<file path="src/rtl/multicycle_controller_pkg.sv">
// Shared encodings for the multi-cycle controller: opcodes, ALU codes,
// datapath select constants, FSM states and the control-word payload.
package multicycle_controller_pkg;

  localparam int unsigned OPCODE_W   = 7;
  localparam int unsigned FUNCT3_W   = 3;
  localparam int unsigned FUNCT7_W   = 7;
  localparam int unsigned ALU_CTRL_W = 3;
  localparam int unsigned SRC_SEL_W  = 2;

  localparam logic [OPCODE_W-1:0] OP_LD   = 7'b0000011;
  localparam logic [OPCODE_W-1:0] OP_SD   = 7'b0100011;
  localparam logic [OPCODE_W-1:0] OP_ADDI = 7'b0010011;
  localparam logic [OPCODE_W-1:0] OP_R    = 7'b0110011;
  localparam logic [OPCODE_W-1:0] OP_BEQ  = 7'b1100011;

  localparam logic [ALU_CTRL_W-1:0] ALU_AND = 3'b000;
  localparam logic [ALU_CTRL_W-1:0] ALU_OR  = 3'b001;
  localparam logic [ALU_CTRL_W-1:0] ALU_ADD = 3'b010;
  localparam logic [ALU_CTRL_W-1:0] ALU_SUB = 3'b110;

  localparam logic [SRC_SEL_W-1:0] SRC_A_PC     = 2'b00;
  localparam logic [SRC_SEL_W-1:0] SRC_A_RS1    = 2'b01;
  localparam logic [SRC_SEL_W-1:0] SRC_A_OLD_PC = 2'b10;
  localparam logic [SRC_SEL_W-1:0] SRC_B_RS2    = 2'b00;
  localparam logic [SRC_SEL_W-1:0] SRC_B_FOUR   = 2'b01;
  localparam logic [SRC_SEL_W-1:0] SRC_B_IMM    = 2'b10;

  typedef enum logic [3:0] {
    FETCH,
    DECODE,
    MEMADR,
    MEMRD,
    MEMWB,
    MEMWR,
    EXEC_R,
    EXEC_I,
    ALUWB,
    BEQ,
    ILLEGAL
  } state_t;

  // Control word driven towards the datapath (illegal flag kept separately).
  typedef struct packed {
    logic                  pc_write;
    logic                  pc_src;
    logic                  ir_write;
    logic                  iord;
    logic                  mem_read;
    logic                  mem_write;
    logic [SRC_SEL_W-1:0]  alu_src_a;
    logic [SRC_SEL_W-1:0]  alu_src_b;
    logic [ALU_CTRL_W-1:0] alu_control;
    logic                  reg_write;
    logic                  mem_to_reg;
    logic                  instr_done;
  } ctl_t;

endpackage

</file>
<file path="src/rtl/multicycle_controller_if.sv">
// Controller <-> datapath signal bundle; master is the controller side.
interface multicycle_controller_if;
  import multicycle_controller_pkg::*;

  logic [OPCODE_W-1:0]   opcode;
  logic [FUNCT3_W-1:0]   funct3;
  logic [FUNCT7_W-1:0]   funct7;
  logic                  zero;
  logic                  mem_ready;

  logic                  pc_write;
  logic                  pc_src;
  logic                  ir_write;
  logic                  iord;
  logic                  mem_read;
  logic                  mem_write;
  logic [SRC_SEL_W-1:0]  alu_src_a;
  logic [SRC_SEL_W-1:0]  alu_src_b;
  logic [ALU_CTRL_W-1:0] alu_control;
  logic                  reg_write;
  logic                  mem_to_reg;
  logic                  instr_done;
  logic                  illegal_instr;

  modport master (
    input  opcode, funct3, funct7, zero, mem_ready,
    output pc_write, pc_src, ir_write, iord, mem_read, mem_write,
           alu_src_a, alu_src_b, alu_control, reg_write, mem_to_reg,
           instr_done, illegal_instr
  );

  modport slave (
    output opcode, funct3, funct7, zero, mem_ready,
    input  pc_write, pc_src, ir_write, iord, mem_read, mem_write,
           alu_src_a, alu_src_b, alu_control, reg_write, mem_to_reg,
           instr_done, illegal_instr
  );
endinterface

</file>
<file path="src/rtl/multicycle_controller_alu_decoder.sv">
// R-type ALU decoder: maps (funct3, funct7) to an ALU op and flags
// combinations the datapath does not implement.
module alu_decoder
  import multicycle_controller_pkg::*;
(
  input  logic [FUNCT3_W-1:0]   funct3,
  input  logic [FUNCT7_W-1:0]   funct7,
  output logic [ALU_CTRL_W-1:0] alu_control,
  output logic                  r_legal
);

  always_comb begin
    alu_control = ALU_ADD;
    r_legal     = 1'b0;
    case ({funct7, funct3})
      {7'b0000000, 3'b000}: begin alu_control = ALU_ADD; r_legal = 1'b1; end
      {7'b0100000, 3'b000}: begin alu_control = ALU_SUB; r_legal = 1'b1; end
      {7'b0000000, 3'b111}: begin alu_control = ALU_AND; r_legal = 1'b1; end
      {7'b0000000, 3'b110}: begin alu_control = ALU_OR;  r_legal = 1'b1; end
      default: ;
    endcase
  end

endmodule

</file>
<file path="src/rtl/multicycle_controller.sv">
// Multi-cycle control FSM for the shared-memory datapath. Outputs are decoded
// from state (plus mem_ready/zero for the PC/IR/done strobes) and forced low
// during reset so a reset cycle drops any in-flight memory request at once.
module multicycle_controller
  import multicycle_controller_pkg::*;
(
  input  logic                   clk,
  input  logic                   rst,
  multicycle_controller_if.master bus
);

  state_t                state;
  state_t                state_nxt;
  ctl_t                  ctl;
  ctl_t                  ctl_out;
  logic                  illegal_q;
  logic [ALU_CTRL_W-1:0] r_alu_control;
  logic                  r_legal;

  alu_decoder u_alu_decoder (
    .funct3      (bus.funct3),
    .funct7      (bus.funct7),
    .alu_control (r_alu_control),
    .r_legal     (r_legal)
  );

  // State and sticky illegal flag.
  always_ff @(posedge clk) begin
    if (rst) begin
      state     <= FETCH;
      illegal_q <= 1'b0;
    end else begin
      state     <= state_nxt;
      illegal_q <= (state_nxt == ILLEGAL);
    end
  end

  // Next state and control word.
  always_comb begin
    state_nxt       = state;
    ctl             = '0;
    ctl.alu_control = ALU_ADD;
    case (state)
      FETCH: begin
        ctl.mem_read  = 1'b1;
        ctl.alu_src_a = SRC_A_PC;
        ctl.alu_src_b = SRC_B_FOUR;
        if (bus.mem_ready) begin
          ctl.ir_write = 1'b1;
          ctl.pc_write = 1'b1;
          state_nxt    = DECODE;
        end
      end
      DECODE: begin
        ctl.alu_src_a = SRC_A_OLD_PC;
        ctl.alu_src_b = SRC_B_IMM;
        case (bus.opcode)
          OP_LD, OP_SD: state_nxt = MEMADR;
          OP_R:         state_nxt = r_legal ? EXEC_R : ILLEGAL;
          OP_ADDI:      state_nxt = EXEC_I;
          OP_BEQ:       state_nxt = BEQ;
          default:      state_nxt = ILLEGAL;
        endcase
      end
      MEMADR: begin
        ctl.alu_src_a = SRC_A_RS1;
        ctl.alu_src_b = SRC_B_IMM;
        state_nxt     = (bus.opcode == OP_SD) ? MEMWR : MEMRD;
      end
      MEMRD: begin
        ctl.mem_read = 1'b1;
        ctl.iord     = 1'b1;
        if (bus.mem_ready) state_nxt = MEMWB;
      end
      MEMWB: begin
        ctl.reg_write  = 1'b1;
        ctl.mem_to_reg = 1'b1;
        ctl.instr_done = 1'b1;
        state_nxt      = FETCH;
      end
      MEMWR: begin
        ctl.mem_write = 1'b1;
        ctl.iord      = 1'b1;
        if (bus.mem_ready) begin
          ctl.instr_done = 1'b1;
          state_nxt      = FETCH;
        end
      end
      EXEC_R: begin
        ctl.alu_src_a   = SRC_A_RS1;
        ctl.alu_src_b   = SRC_B_RS2;
        ctl.alu_control = r_alu_control;
        state_nxt       = ALUWB;
      end
      EXEC_I: begin
        ctl.alu_src_a = SRC_A_RS1;
        ctl.alu_src_b = SRC_B_IMM;
        state_nxt     = ALUWB;
      end
      ALUWB: begin
        ctl.reg_write  = 1'b1;
        ctl.instr_done = 1'b1;
        state_nxt      = FETCH;
      end
      BEQ: begin
        ctl.alu_src_a   = SRC_A_RS1;
        ctl.alu_src_b   = SRC_B_RS2;
        ctl.alu_control = ALU_SUB;
        ctl.pc_src      = 1'b1;
        ctl.pc_write    = bus.zero;
        ctl.instr_done  = 1'b1;
        state_nxt       = FETCH;
      end
      ILLEGAL: begin
        ctl.alu_control = '0;
      end
      default: state_nxt = ILLEGAL;
    endcase
  end

  assign ctl_out = rst ? '0 : ctl;

  assign bus.pc_write      = ctl_out.pc_write;
  assign bus.pc_src        = ctl_out.pc_src;
  assign bus.ir_write      = ctl_out.ir_write;
  assign bus.iord          = ctl_out.iord;
  assign bus.mem_read      = ctl_out.mem_read;
  assign bus.mem_write     = ctl_out.mem_write;
  assign bus.alu_src_a     = ctl_out.alu_src_a;
  assign bus.alu_src_b     = ctl_out.alu_src_b;
  assign bus.alu_control   = ctl_out.alu_control;
  assign bus.reg_write     = ctl_out.reg_write;
  assign bus.mem_to_reg    = ctl_out.mem_to_reg;
  assign bus.instr_done    = ctl_out.instr_done;
  assign bus.illegal_instr = illegal_q & ~rst;

endmodule

</file>
<file path="src/flat_wrapper.sv">
// flat-port wrapper written by rule: the top's interface ports become plain ports
module multicycle_controller_flat import multicycle_controller_pkg::*;
  (clk, rst, bus_opcode, bus_funct3, bus_funct7, bus_zero, bus_mem_ready, bus_pc_write, bus_pc_src, bus_ir_write, bus_iord, bus_mem_read, bus_mem_write, bus_alu_src_a, bus_alu_src_b, bus_alu_control, bus_reg_write, bus_mem_to_reg, bus_instr_done, bus_illegal_instr);
  multicycle_controller_if bus_i ();
  input  logic clk;
  input  logic rst;
  input wire logic [$bits(bus_i.opcode)-1:0] bus_opcode;
  input wire logic [$bits(bus_i.funct3)-1:0] bus_funct3;
  input wire logic [$bits(bus_i.funct7)-1:0] bus_funct7;
  input wire logic [$bits(bus_i.zero)-1:0] bus_zero;
  input wire logic [$bits(bus_i.mem_ready)-1:0] bus_mem_ready;
  output wire logic [$bits(bus_i.pc_write)-1:0] bus_pc_write;
  output wire logic [$bits(bus_i.pc_src)-1:0] bus_pc_src;
  output wire logic [$bits(bus_i.ir_write)-1:0] bus_ir_write;
  output wire logic [$bits(bus_i.iord)-1:0] bus_iord;
  output wire logic [$bits(bus_i.mem_read)-1:0] bus_mem_read;
  output wire logic [$bits(bus_i.mem_write)-1:0] bus_mem_write;
  output wire logic [$bits(bus_i.alu_src_a)-1:0] bus_alu_src_a;
  output wire logic [$bits(bus_i.alu_src_b)-1:0] bus_alu_src_b;
  output wire logic [$bits(bus_i.alu_control)-1:0] bus_alu_control;
  output wire logic [$bits(bus_i.reg_write)-1:0] bus_reg_write;
  output wire logic [$bits(bus_i.mem_to_reg)-1:0] bus_mem_to_reg;
  output wire logic [$bits(bus_i.instr_done)-1:0] bus_instr_done;
  output wire logic [$bits(bus_i.illegal_instr)-1:0] bus_illegal_instr;
  assign bus_i.opcode = bus_opcode;
  assign bus_i.funct3 = bus_funct3;
  assign bus_i.funct7 = bus_funct7;
  assign bus_i.zero = bus_zero;
  assign bus_i.mem_ready = bus_mem_ready;
  assign bus_pc_write = bus_i.pc_write;
  assign bus_pc_src = bus_i.pc_src;
  assign bus_ir_write = bus_i.ir_write;
  assign bus_iord = bus_i.iord;
  assign bus_mem_read = bus_i.mem_read;
  assign bus_mem_write = bus_i.mem_write;
  assign bus_alu_src_a = bus_i.alu_src_a;
  assign bus_alu_src_b = bus_i.alu_src_b;
  assign bus_alu_control = bus_i.alu_control;
  assign bus_reg_write = bus_i.reg_write;
  assign bus_mem_to_reg = bus_i.mem_to_reg;
  assign bus_instr_done = bus_i.instr_done;
  assign bus_illegal_instr = bus_i.illegal_instr;
  multicycle_controller u_core (.clk(clk), .rst(rst), .bus(bus_i));
endmodule
</file>
<file path="config.mk">
export PLATFORM = sky130hd
export DESIGN_NAME = multicycle_controller_flat
export DESIGN_NICKNAME = d
export VERILOG_FILES = /design/src/rtl/multicycle_controller_pkg.sv /design/src/rtl/multicycle_controller_if.sv /design/src/rtl/multicycle_controller_alu_decoder.sv /design/src/rtl/multicycle_controller.sv /design/src/flat_wrapper.sv
export SDC_FILE = /design/constraint.sdc
export NUM_CORES = 1
export LEC_CHECK = 0
export ABC_CLOCK_PERIOD_IN_PS = 1550
export BUFFER_PORTS_ARGS = -buffer_cell sky130_fd_sc_hd__buf_2
export CAP_MARGIN = 10
export CORE_ASPECT_RATIO = 0.7
export CORE_MARGIN = 4
export CORE_UTILIZATION = 30
export CTS_CLUSTER_SIZE = 40
export DETAILED_ROUTE_END_ITERATION = 10
export PLACE_DENSITY_LB_ADDON = 0.08
export SYNTH_ARGS = -nofsm -noshare
export SYNTH_HDL_FRONTEND = slang
export SYNTH_SLANG_ARGS = --single-unit
</file>
<file path="constraint.sdc">
create_clock -name clk -period 1.55 [get_ports clk]
set_clock_uncertainty 0.15 [all_clocks]
set_input_delay 0.0775 -clock clk [delete_from_list [all_inputs] [get_ports clk]]
set_output_delay 0.0775 -clock clk [all_outputs]
set_load 0.01 [all_outputs]
</file>
# After elaboration in Yosys (flattened, before gate mapping)

Cells that the tools add are included.

Equality and inequality tests: 19
Multiplexer cells: 22
Bitwise gates (word level): 2
Reduce and logical (&&, ||, !) cells: 11

Operators by type and width:

| kind                | number |
|---|---|
| $pmux 4 s4          | 2 |
| $pmux 4 s8          | 1 |
| $eq 10x3->1 const B | 2 |
| $pmux 3 s3          | 2 |
| $eq 4x3->1 const B  | 4 |
| $eq 4x4->1 const B  | 4 |
| $mux 16             | 1 |
| $mux 4              | 4 |
| $eq 7x6->1 const B  | 2 |
| $reduce_or 2->1     | 7 |
| $eq 10x9->1 const B | 1 |
| $logic_not 10->1    | 1 |
| $mux 1              | 9 |
| $eq 4x2->1 const B  | 2 |
| $eq 7x2->1 const B  | 1 |
| $eq 7x5->1 const B  | 1 |
| $eq 7x7->1 const B  | 1 |
| $eq 4x1->1 const B  | 1 |
| $logic_not 4->1     | 1 |
| $pmux 1 s2          | 2 |
| $reduce_or 4->1     | 1 |
| $mux 3              | 1 |
| $reduce_or 3->1     | 1 |
| $and 1x1->1         | 1 |
| $not 1->1           | 1 |

Register bits: 5
Bits of input ports: 21

# Longest topological paths before layout

Gate-level depths: netlist of run 1.

Word-level depth: 7
Gate-level depth with buffers: 5
Depth with buffers taken out: 4

# Hierarchy

From an unflattened synthesis of run 1, not the netlist that was laid out.

Cells, all modules: 91
Area total of the unflattened synthesis: 658.1 um2

Modules (own cells, without submodules):

| module                | times used | cells each | area each (um2) |
|---|---|---|---|
| multicycle_controller | 1          | 82         | 596.8 |
| alu_decoder           | 1          | 9          | 61.3 |

# Least setup slack after synthesis of run 1

OpenSTA, ideal clock, no wires.

Kind: register -> register
Start point: register u_core.state[2]
End point: register u_core.illegal_q
Setup time: 0.133 ns
Data arrival time: 1.389 ns
Slack: -0.121 ns
Stages on the path, launching flop included: 5
Cell sequence: dfxtp_1 -> or4b_4 -> nand2b_1 -> o22a_1 -> nor4b_2

Cells in the longest elaborated chain, start to end: 4
Elaborated cells between the ends (all ways): 18

Ends and longest elaborated chain:

| item                                                                       | line                        | RTL |
|---|---|---|
| start: declaration                                                         | multicycle_controller.sv:12 | `state_t state;` |
| start signal: assignment                                                   | multicycle_controller.sv:33 | `state <= state_nxt;` |
| $eq 4x4->1 / $eq 4x3->1 (equally long branches)                            | multicycle_controller.sv:43 | `case (state)` |
| $reduce_or 3->1 (no source line) / $reduce_or 2->1 (equally long branches) | n/a                         |  |
| $pmux 4 s8 (*)                                                             | multicycle_controller.sv:43 |  |
| $eq 4x4->1 (*)                                                             | multicycle_controller.sv:34 | `illegal_q <= (state_nxt == ILLEGAL);` |
| end signal: assignment                                                     | multicycle_controller.sv:34 |  |
| end: declaration                                                           | multicycle_controller.sv:16 | `logic illegal_q;` |

Mark *: on every way between the ends. The rest lies on a longest branch, timed or not.
A chain may end at the register's enable or synchronous reset.

# Worst setup path in the final report of run 1

Start point: register u_core.state[2]
End point: output port bus_alu_control[2]

Cells in the longest elaborated chain, start to end: 3
Elaborated cells between the ends (all ways): 5

Ends and longest elaborated chain:

| item                                            | line                         | RTL |
|---|---|---|
| $eq 4x4->1 / $eq 4x3->1 (equally long branches) | multicycle_controller.sv:43  |  |
| $pmux 3 s3 (*)                                  | multicycle_controller.sv:43  |  |
| $mux 16 (*)                                     | multicycle_controller.sv:121 | `assign ctl_out = rst ? '0 : ctl;` |
| end: declaration                                | flat_wrapper.sv:20           | `output wire logic [$bits(bus_i.alu_control)-1:0] bus_alu_control;` |

Marked as above.

==> flow_summary.toml, run 1 <==
[status]
violations = "setup timing"
status = "finished, violations left"

[final_layout]
finalNetCount = 175
area_growth_pct = 97.6
final_util_pct = 64.9
antennaDiodeCount = 0
drive_gt1_share_pct = 65.4

[placed_design]
gp_congestion = 0.816
dp_hpwl_mm = 1.73
port_buffers = 37

[detailed_routing]
drc_errors = 0
drtPass1Iterations = 4
wire_per_inst_um = 14.2
num_vias = 932
viasPerCell = 5.33
antenna_left = 0
drt-total-wl_mm = 2.49
first_iter_violations = 57

[synth]
synth_area_leaders = "dfxtp_1 16%, nor2_1 7.1%, nand3_1 4.7%"
async_flop_share_pct = 0
synth_ff_type = "dfxtp_1"
mappedNetlistArea_um2 = 636
ys_seq_area_share_pct = 15.7
synth_top_area_cell = "dfxtp_1"
synth_cells = 92
synth_seq_cells = 5
yosysMostFrequentCell = "nor2_1"
syn_nets = 113
synth.avg_cell_area_um2 = 6.91
synth_top_area_share_pct = 15.7
synthTopCellsByCount = "12 x nor2_1, 7 x nand2_1, 6 x nand3_1, 5 x dfxtp_1, 5 x inv_1"
yosysUniqueCellTypes = 42
yosysWarningCount = 0
synth_edf_count = 0

[critical_path]
cp_max_fo = 3
worstPathArrival_ns = 1.54
crit_buf_inv = 2
critPathMaxStageDelay_ns = 0.53
worst_setup_path_end_kind = "output port"
start_kind = "register"
path_cells = "buf_12, nand3_4, or4_4, a21oi_2, buf_2"
crit_required_ns = 1.32
cp_top_family = "simple AND/OR/NAND/NOR gates"
criticalPathCategory = "reg2out"
crit_path_top_delay_cell = "or4_4"

[sta]
rsz0062_at_grt = "true"
worstMarginPinSlew_ns = 0.424
final_hold_viol_count = 0
setup_viol = 19
relSlewSlack_pct = 71.6
min_period_over_period_pct = 114
fmax_ghz = 0.565
slew_viol_final = 0
fin_ws_ns = -0.219
setup_tns_ns = -1.98
fin_crit_ns = 1.77

[power_and_ir_drop]
max-vdd-ir-drop_mv = 0.389
cellPowerDensity_nw_per_um2 = 822
power.leakage_uw = 0.000575
power.total_uw = 1030

[floorplanning]
initial_utilization_pct = 32.8
fp.coreArea_um2 = 1940
die_y_um = 46.5
die_area_um2 = 2930
fp.dieW_um = 63.0
pin_count = 38
num_rows = 13

[clock_tree]
root_buffer = "clkbuf_4"
clock-sinks = 5
cts_max_level = 1
path_clk_slew_ns = 0.04
numCtsBuffers = 3
insertion_delay_ns = 0.23
cts_tree = "yes"
cts.path.max_buffers = 2

[grt]
grt_pass1_vias = 832
grt_start_max_net_pins = 20
antenna_found_initial = 0
grt_pass1_wl_mm = 3.84
overflow = 0
grt_usage_pct = 16.6

[run]
drv_cap = 0

[hold_path]
hold_class = "in2reg"
==> tightest hold or removal path, cell delays in order <==
cell,delay [ns]
buf_2,0.14
a311oi_4,0.12
nor2_1,0.09
==> metal layers <==
metal / GRT usage, % / vias to the layer above / wire [um]
met2: 28.9 / 30 / 1200
met3: 2.68 / 0 / 141
met1: 22.1 / 434 / 1150
li1: - / 468 / -
met4: 2.63 / 0 / 0
met5: 0 / - / 0
==> timing repair <==
item | CTS | global route
pin swaps | 16 | 5
hold buffers | 0 | 0
resized for setup | 30 | 10
setup buffers | 7 | 4
endpoints found under the setup margin | 18 | 21
cloned | 0 | 1
==> placed cells by master, fill, tap and decap left out, types with 2 or more instances in the layout <==
cell type	synthesis	layout
buf_6	0	7
nor2b_1	2	2
nor4_1	3	2
dfxtp_1	5	2
nand3_2	0	3
nand3_1	6	2
buf_12	0	2
dfxtp_2	0	3
or2_2	2	2
nor2_1	12	10
clkbuf_4	0	3
o211ai_1	2	2
buf_2	4	38
a21oi_2	0	2
nand2_1	7	7
inv_2	0	2
buf_4	0	15
xnor2_1	2	2
nor4_2	1	2
a21oi_1	4	2
inv_1	5	2
nor3_1	4	3
nor4b_2	1	2
nor2_4	0	2
==> per-stage QoR <==
stage	instance area [um^2]	hold slack, ns	setup WS, ns	instances
after floorplan	661	0.119	-0.107	92
after CTS	1170	0.0791	-0.252	170
after global routing	1260	0.108	-0.273	175
final	1260	0.0874	-0.219	175
after detailed placement	977	0.290	-0.151	160
after global placement	977	0.283	-0.133	160
==> final cells by class <==
class                           instances  area, um^2
Inverter                                5        21.3
Tap cell                               22        27.5
Multi-Input combinational cell         76         641
Fill cell                             170         679
Sequential cell                         5         104
Clock buffer                            4        26.3
Timing Repair Buffer                   63         437
==> sequential cells by signal, indices dropped and copies added (netlist names) <==
| signal | flops |
|---|---|
| u_core.state | 4 |
| u_core.illegal_q | 1 |
==> final timing paths <==
path,startpoint,end,slack [ns],cells after the start
worst max register to register,u_core.state[2],u_core.illegal_q,-0.17,4
worst min-delay path,bus_opcode[5],u_core.state[3],0.09,3
worst max-delay path,u_core.state[2],bus_alu_control[2],-0.22,5
worst min register to register,u_core.state[3],u_core.state[0],0.55,3
==> report_power, final <==
part           switching (uW)  total [uW]  leakage (uW)  internal (uW)
Clock                    46.5         143     0.0000150           96.9
Combinational             335         721      0.000517            386
Sequential               16.0         168     0.0000420            152
Total                     397        1030      0.000575            635
==> cell families (layout without fill, tap and decap cells) <==
kind of cell    after synthesis  count (layout)  share of synthesized area (%)
fa+ha+maj                     1               1                           1.57
buf+inv                      11              72                           7.28
flops                         5               5                           15.7
simple gates                 51              51                           47.2
compound gates               21              21                           24.0
xor+xnor                      3               3                           4.13
(Power assumes the default switching activity.)
==> run 2, diff against run 1 <==
==> constraint.sdc (replaced) <==
create_clock -name clk -period 1.55 [get_ports clk]
set_clock_uncertainty 0.15 [all_clocks]
set_input_delay 0.155 -clock clk [delete_from_list [all_inputs] [get_ports clk]]
set_output_delay 0.155 -clock clk [all_outputs]
set_load 0.01 [all_outputs]
==> run 2 against run 1 <==
Compared with the run above:
- the run still ends with setup timing left
- via count grew 3.8%
- sequential cell count did not move
- cell count rose by 2.3%
- sequential share of layout area is essentially flat
- combinational power rose by 8.2%
- first-iteration DRC count fell by 61%
==> flow_summary.toml, run 2 (synthesis results as in run 1) <==
[status]
status = "finished, violations left"
violations = "setup timing"

[clock_tree]
path_clk_slew_ns = 0.04
clock-sinks = 5
cts_hold_buf = 0
cts_max_level = 1
cts.path.max_buffers = 2
root_buffer = "clkbuf_4"
cts_tree = "yes"
numCtsBuffers = 3
insertion_delay_ns = 0.25

[final_layout]
seq_area_um2 = 108
largest_register = "u_core.state"
nFillCells = 168
multi_input_area_um2 = 668
area_growth_pct = 106
reg_top3 = "u_core.state x4, u_core.illegal_q x1"
finalNetCount = 179
final_cell_mix = "36 x buf_2, 21 x buf_4, 9 x nor2_1, 9 x buf_6, 5 x nand2_1"
largest_reg_flops = 4
antennaDiodeCount = 0
final_common_cell = "buf_2"
final_cell_area_um2 = 1310
drive_gt1_share_pct = 66.9

[grt]
grt_pass1_vias = 961
grt_usage_pct = 17.9
grt_start_max_net_pins = 12
antenna_found_initial = 0
overflow = 0
grt_pass1_wl_mm = 4.15

[placed_design]
pre_cts_slack_ns = -0.265
placed_area_um2 = 961
gp_congestion = 0.832
port_buffers = 37
dp_hpwl_mm = 1.75

[sta]
fmax_ghz = 0.547
final_hold_viol_count = 0
min_period_over_period_pct = 118
fin_ws_ns = -0.279
rsz0062_at_grt = "true"
setup_viol = 20
worstMarginPinSlew_ns = 0.481
hold_ws_ns = 0.159
setup_tns_ns = -3.59
slew_viol_final = 0
fin_crit_ns = 1.83
relSlewSlack_pct = 67.5

[power_and_ir_drop]
power.total_uw = 1110
max-vdd-ir-drop_mv = 0.439
cellPowerDensity_nw_per_um2 = 850
power.leakage_uw = 0.000603

[floorplanning]
num_rows = 13
initial_utilization_pct = 32.8
die_area_um2 = 2930
fp.coreArea_um2 = 1940
fp.dieW_um = 63.0
pin_count = 38
die_y_um = 46.5

[detailed_routing]
num_vias = 967
antenna_left = 0
drc_errors = 0
drtPass1Iterations = 4
drt-total-wl_mm = 2.68
wire_per_inst_um = 15.0
viasPerCell = 5.40
first_iter_violations = 22

[critical_path]
crit-reg2reg-launch = "u_core.state[1]"
crit_required_ns = 1.55
criticalPathCategory = "reg2reg"
start_kind = "register"
ff2ff_path_depth = 5
rrSetupSlack_ns = -0.28
worst_setup_path_end_kind = "register"
cp_max_fo = 5
worstPathArrival_ns = 1.83
rr_endpoint = "u_core.illegal_q"

[run]
drv_cap = 0

[hold_path]
hold_end = "u_core.state[3]"
holdCritStartpoint = "bus_opcode[5]"
hold_class = "in2reg"
whs_path_depth = 3
## run 2: cell count changes in the layout (fill, tap and decap cells not counted), moves of 2 or more
cell     before  now
buf_4        15   21
nor2_2        0    3
buf_12        2    0
buf_2        38   36
buf_6         7    9
nand2_1       7    5
nand2_2       0    2
nor2_4        2    0
nor4_2        2    0
## run 2: final cells by class
| class | instances | share of cell area (%) |
|---|---|---|
| Timing Repair Buffer | 67 | 34.7 |
| Inverter | 5 | 1.82 |
| Multi-Input combinational cell | 76 | 51.1 |
| Tap cell | 22 | 2.11 |
| Sequential cell | 5 | 8.23 |
| Clock buffer | 4 | 2.01 |
## run 2: per-stage QoR
stage               cells  utilization (%)
finish                179             67.6
CTS                   178             62.4
detailed placement    161             49.6
global placement      161             49.6
floorplan              92                -
global route          179             67.6
## run 2: how the worst max path moves through the flow
stage / startpoint / end / slack [ns] / cells after the start
2_1_floorplan: u_core.state[1] / u_core.illegal_q / -0.11 / 4
3_3_place_gp: bus_funct7[0] / bus_alu_control[2] / -0.27 / 6
3_5_place_dp: bus_funct7[0] / bus_alu_control[2] / -0.26 / 6
4_1_cts: u_core.state[0] / bus_alu_control[2] / -0.27 / 5
5_1_grt: u_core.state[2] / bus_pc_write / -0.33 / 6
6_report: u_core.state[1] / u_core.illegal_q / -0.28 / 5
## run 2: critical path: stages, from the launching register on
cell and delay, ns:
dfxtp_2 0.32, buf_4 0.12, or4b_4 0.57, nor2_2 0.15, a311oi_4 0.14, nor4b_4 0.28
## run 2: repair_timing
| item | in CTS | in global routing |
|---|---|---|
| resized for setup | 32 | 14 |
| endpoints found under the setup margin | 18 | 21 |
| pin swaps | 11 | 4 |
| setup buffers | 13 | 1 |
## run 2: where the power goes
| part | leakage [uW] | internal, uW | switching, uW |
|---|---|---|---|
| combinational | 0.000546 | 415 | 365 |
| clock | 0.0000150 | 97.4 | 55.7 |
| sequential | 0.0000428 | 154 | 24.3 |
| total | 0.000603 | 666 | 445 |
## run 2: routing by layer
layer / GRT usage (%) / wire [um] / vias up
met5: 0 / 0 / -
met2: 32.7 / 1390 / 29
li1: - / - / 474
met3: 4.39 / 143 / 0
met4: 3.95 / 0 / 0
met1: 21.6 / 1150 / 464
==> run 3, diff against run 2 <==
Settings changed: SLEW_MARGIN from default to 20, TNS_END_PERCENT from default to 30.
==> run 3 against run 2 <==
Compared with the run above:
- the flow still finishes with violations (setup timing)
- sequential cell count unchanged
- hold slack got worse by 0.021 ns
- via count decreased by 9.8%
- non-clock buffer count down 11
- cell area down 14%
- cell count decreased by 6.1%
- core utilization decreased by 9.6 points
- first-iteration DRC count shrank 32%
- worst setup slack got worse by 0.018 ns
- fmax fell by 0.98%
- sequential power shrank 6%
- largest cell class unchanged
- largest power group unchanged
==> flow_summary.toml, run 3 (synthesis results as in run 1) <==
[clock_tree]
cts.path.max_buffers = 2
cts_max_level = 1
root_buffer = "clkbuf_4"
cts_tree = "yes"
numCtsBuffers = 3
insertion_delay_ns = 0.23
path_clk_slew_ns = 0.04
clock-sinks = 5

[critical_path]
criticalPathCategory = "reg2out"
rr_endpoint = "u_core.state[2]"
crit_required_ns = 1.24
start_kind = "register"
worst_setup_path_end_kind = "output port"
cp_max_fo = 3
rrSetupSlack_ns = -0.18
crit-reg2reg-launch = "u_core.state[1]"
ff2ff_path_depth = 4
worstPathArrival_ns = 1.54

[grt]
grt.busiest_layer = "met2"
overflow = 0
antenna_found_initial = 0
use_met3_pct = 3.66
use_met2_pct = 28.5
grt_start_max_net_pins = 20
grt_pass1_wl_mm = 3.73
grt_usage_pct = 16.1
grt_pass1_vias = 847
use_met1_pct = 21.0

[hold_path]
hold_class = "in2reg"
whs_path_depth = 3
holdCritStartpoint = "bus_opcode[5]"
hold_end = "u_core.state[3]"

[run]
drv_cap = 0

[floorplanning]
pin_count = 38
die_y_um = 46.5
fp.dieW_um = 63.0
num_rows = 13
fp.coreArea_um2 = 1940
die_area_um2 = 2930
initial_utilization_pct = 32.8

[power_and_ir_drop]
max-vdd-ir-drop_mv = 0.294
power.leakage_uw = 0.000524
cellPowerDensity_nw_per_um2 = 818

[detailed_routing]
drc_errors = 0
num_vias = 872
drtPass1Iterations = 4
antenna_left = 0
wire_per_inst_um = 13.2
drt-total-wl_mm = 2.22
viasPerCell = 5.19
first_iter_violations = 15

[final_layout]
largest_register = "u_core.state"
largest_reg_flops = 4
reg_top3 = "u_core.state x4, u_core.illegal_q x1"
final_common_cell = "buf_2"
drive_gt1_share_pct = 61.0
finalNetCount = 168
final_util_pct = 58.0
final_cell_mix = "37 x buf_2, 13 x buf_4, 10 x nor2_1"
antennaDiodeCount = 0
area_growth_pct = 76.6

[sta]
setup_viol = 19
relSlewSlack_pct = 74.9
fmax_ghz = 0.542
fin_crit_ns = 1.85
rsz0062_at_grt = "true"
fin_ws_ns = -0.297
worstMarginPinSlew_ns = 0.376
min_period_over_period_pct = 119
final_hold_viol_count = 0
slew_viol_final = 0

[status]
status = "finished, violations left"
violations = "setup timing"

[placed_design]
port_buffers = 37
gp_congestion = 0.771
dp_hpwl_mm = 1.71
pre_cts_slack_ns = -0.314
[run 3: cell count changes in the layout (fill, tap and decap cells not counted), sizes merged]
cell	previous run	this run
buf	67	56
[run 3: what timing repair did]
| item | in CTS | in global routing |
|---|---|---|
| setup buffers | 3 | 0 |
| gates resized for setup | 24 | 7 |
| endpoints found under the hold margin | 0 | 0 |
| hold buffers | 0 | 0 |
| pin swaps | 8 | 6 |
| endpoints found under the setup margin | 20 | 20 |
| cloned | 0 | 0 |
[run 3: area by class of cell]
cell class                      instances  area [um^2]
Clock buffer                            4         26.3
Fill cell                             194          813
Inverter                                5         23.8
Multi-Input combinational cell         76          583
Sequential cell                         5          108
Tap cell                               22         27.5
Timing Repair Buffer                   56          354
[run 3: metal layers]
| metal | vias up | part of all wire, % |
|---|---|---|
| met2 | 24 | 47 |
| met4 | 0 | 0 |
| met3 | 0 | 4.4 |
| li1 | 449 | - |
| met5 | - | 0 |
| met1 | 399 | 49 |
[run 3: how the worst max path moves through the flow]
stage / from / end / slack (ns) / cells past startpoint
global placement: bus_funct7[0] / bus_alu_control[2] / -0.28 / 6
finish: u_core.state[0] / bus_alu_control[2] / -0.30 / 6
detailed placement: bus_funct7[0] / bus_alu_control[2] / -0.31 / 6
CTS: u_core.state[0] / bus_alu_control[2] / -0.32 / 6
floorplan: u_core.state[1] / u_core.illegal_q / -0.11 / 4
global route: u_core.state[0] / bus_alu_control[2] / -0.37 / 6
[run 3: where the power goes]
| group | leakage (uW) | internal, uW | switching (uW) |
|---|---|---|---|
| Clock | 0.0000150 | 97.0 | 48.2 |
| Combinational | 0.000466 | 311 | 295 |
| Sequential | 0.0000428 | 152 | 15.4 |
[run 3: critical path, cell delays in order, from the launching register on]
cell     delay (ns)
dfxtp_2        0.31
buf_6          0.12
inv_4          0.06
nand3_2        0.05
or4_4          0.51
a21oi_2        0.12
buf_2          0.14
[run 3: stage by stage]
| stage | total power (uW) | TNS, ns | area, um^2 | hold slack (ns) | std cells |
|---|---|---|---|---|---|
| finish | 919 | -2.69 | 1120 | 0.138 | 168 |
| global route | 995 | -4.24 | 1120 | 0.151 | 168 |
| CTS | 903 | -2.97 | 1090 | 0.128 | 168 |
| detailed placement | 674 | -1.34 | 961 | 0.376 | 161 |
| global placement | 666 | -0.947 | 961 | 0.370 | 161 |
| floorplan | 451 | -0.340 | 662 | 0.196 | 92 |
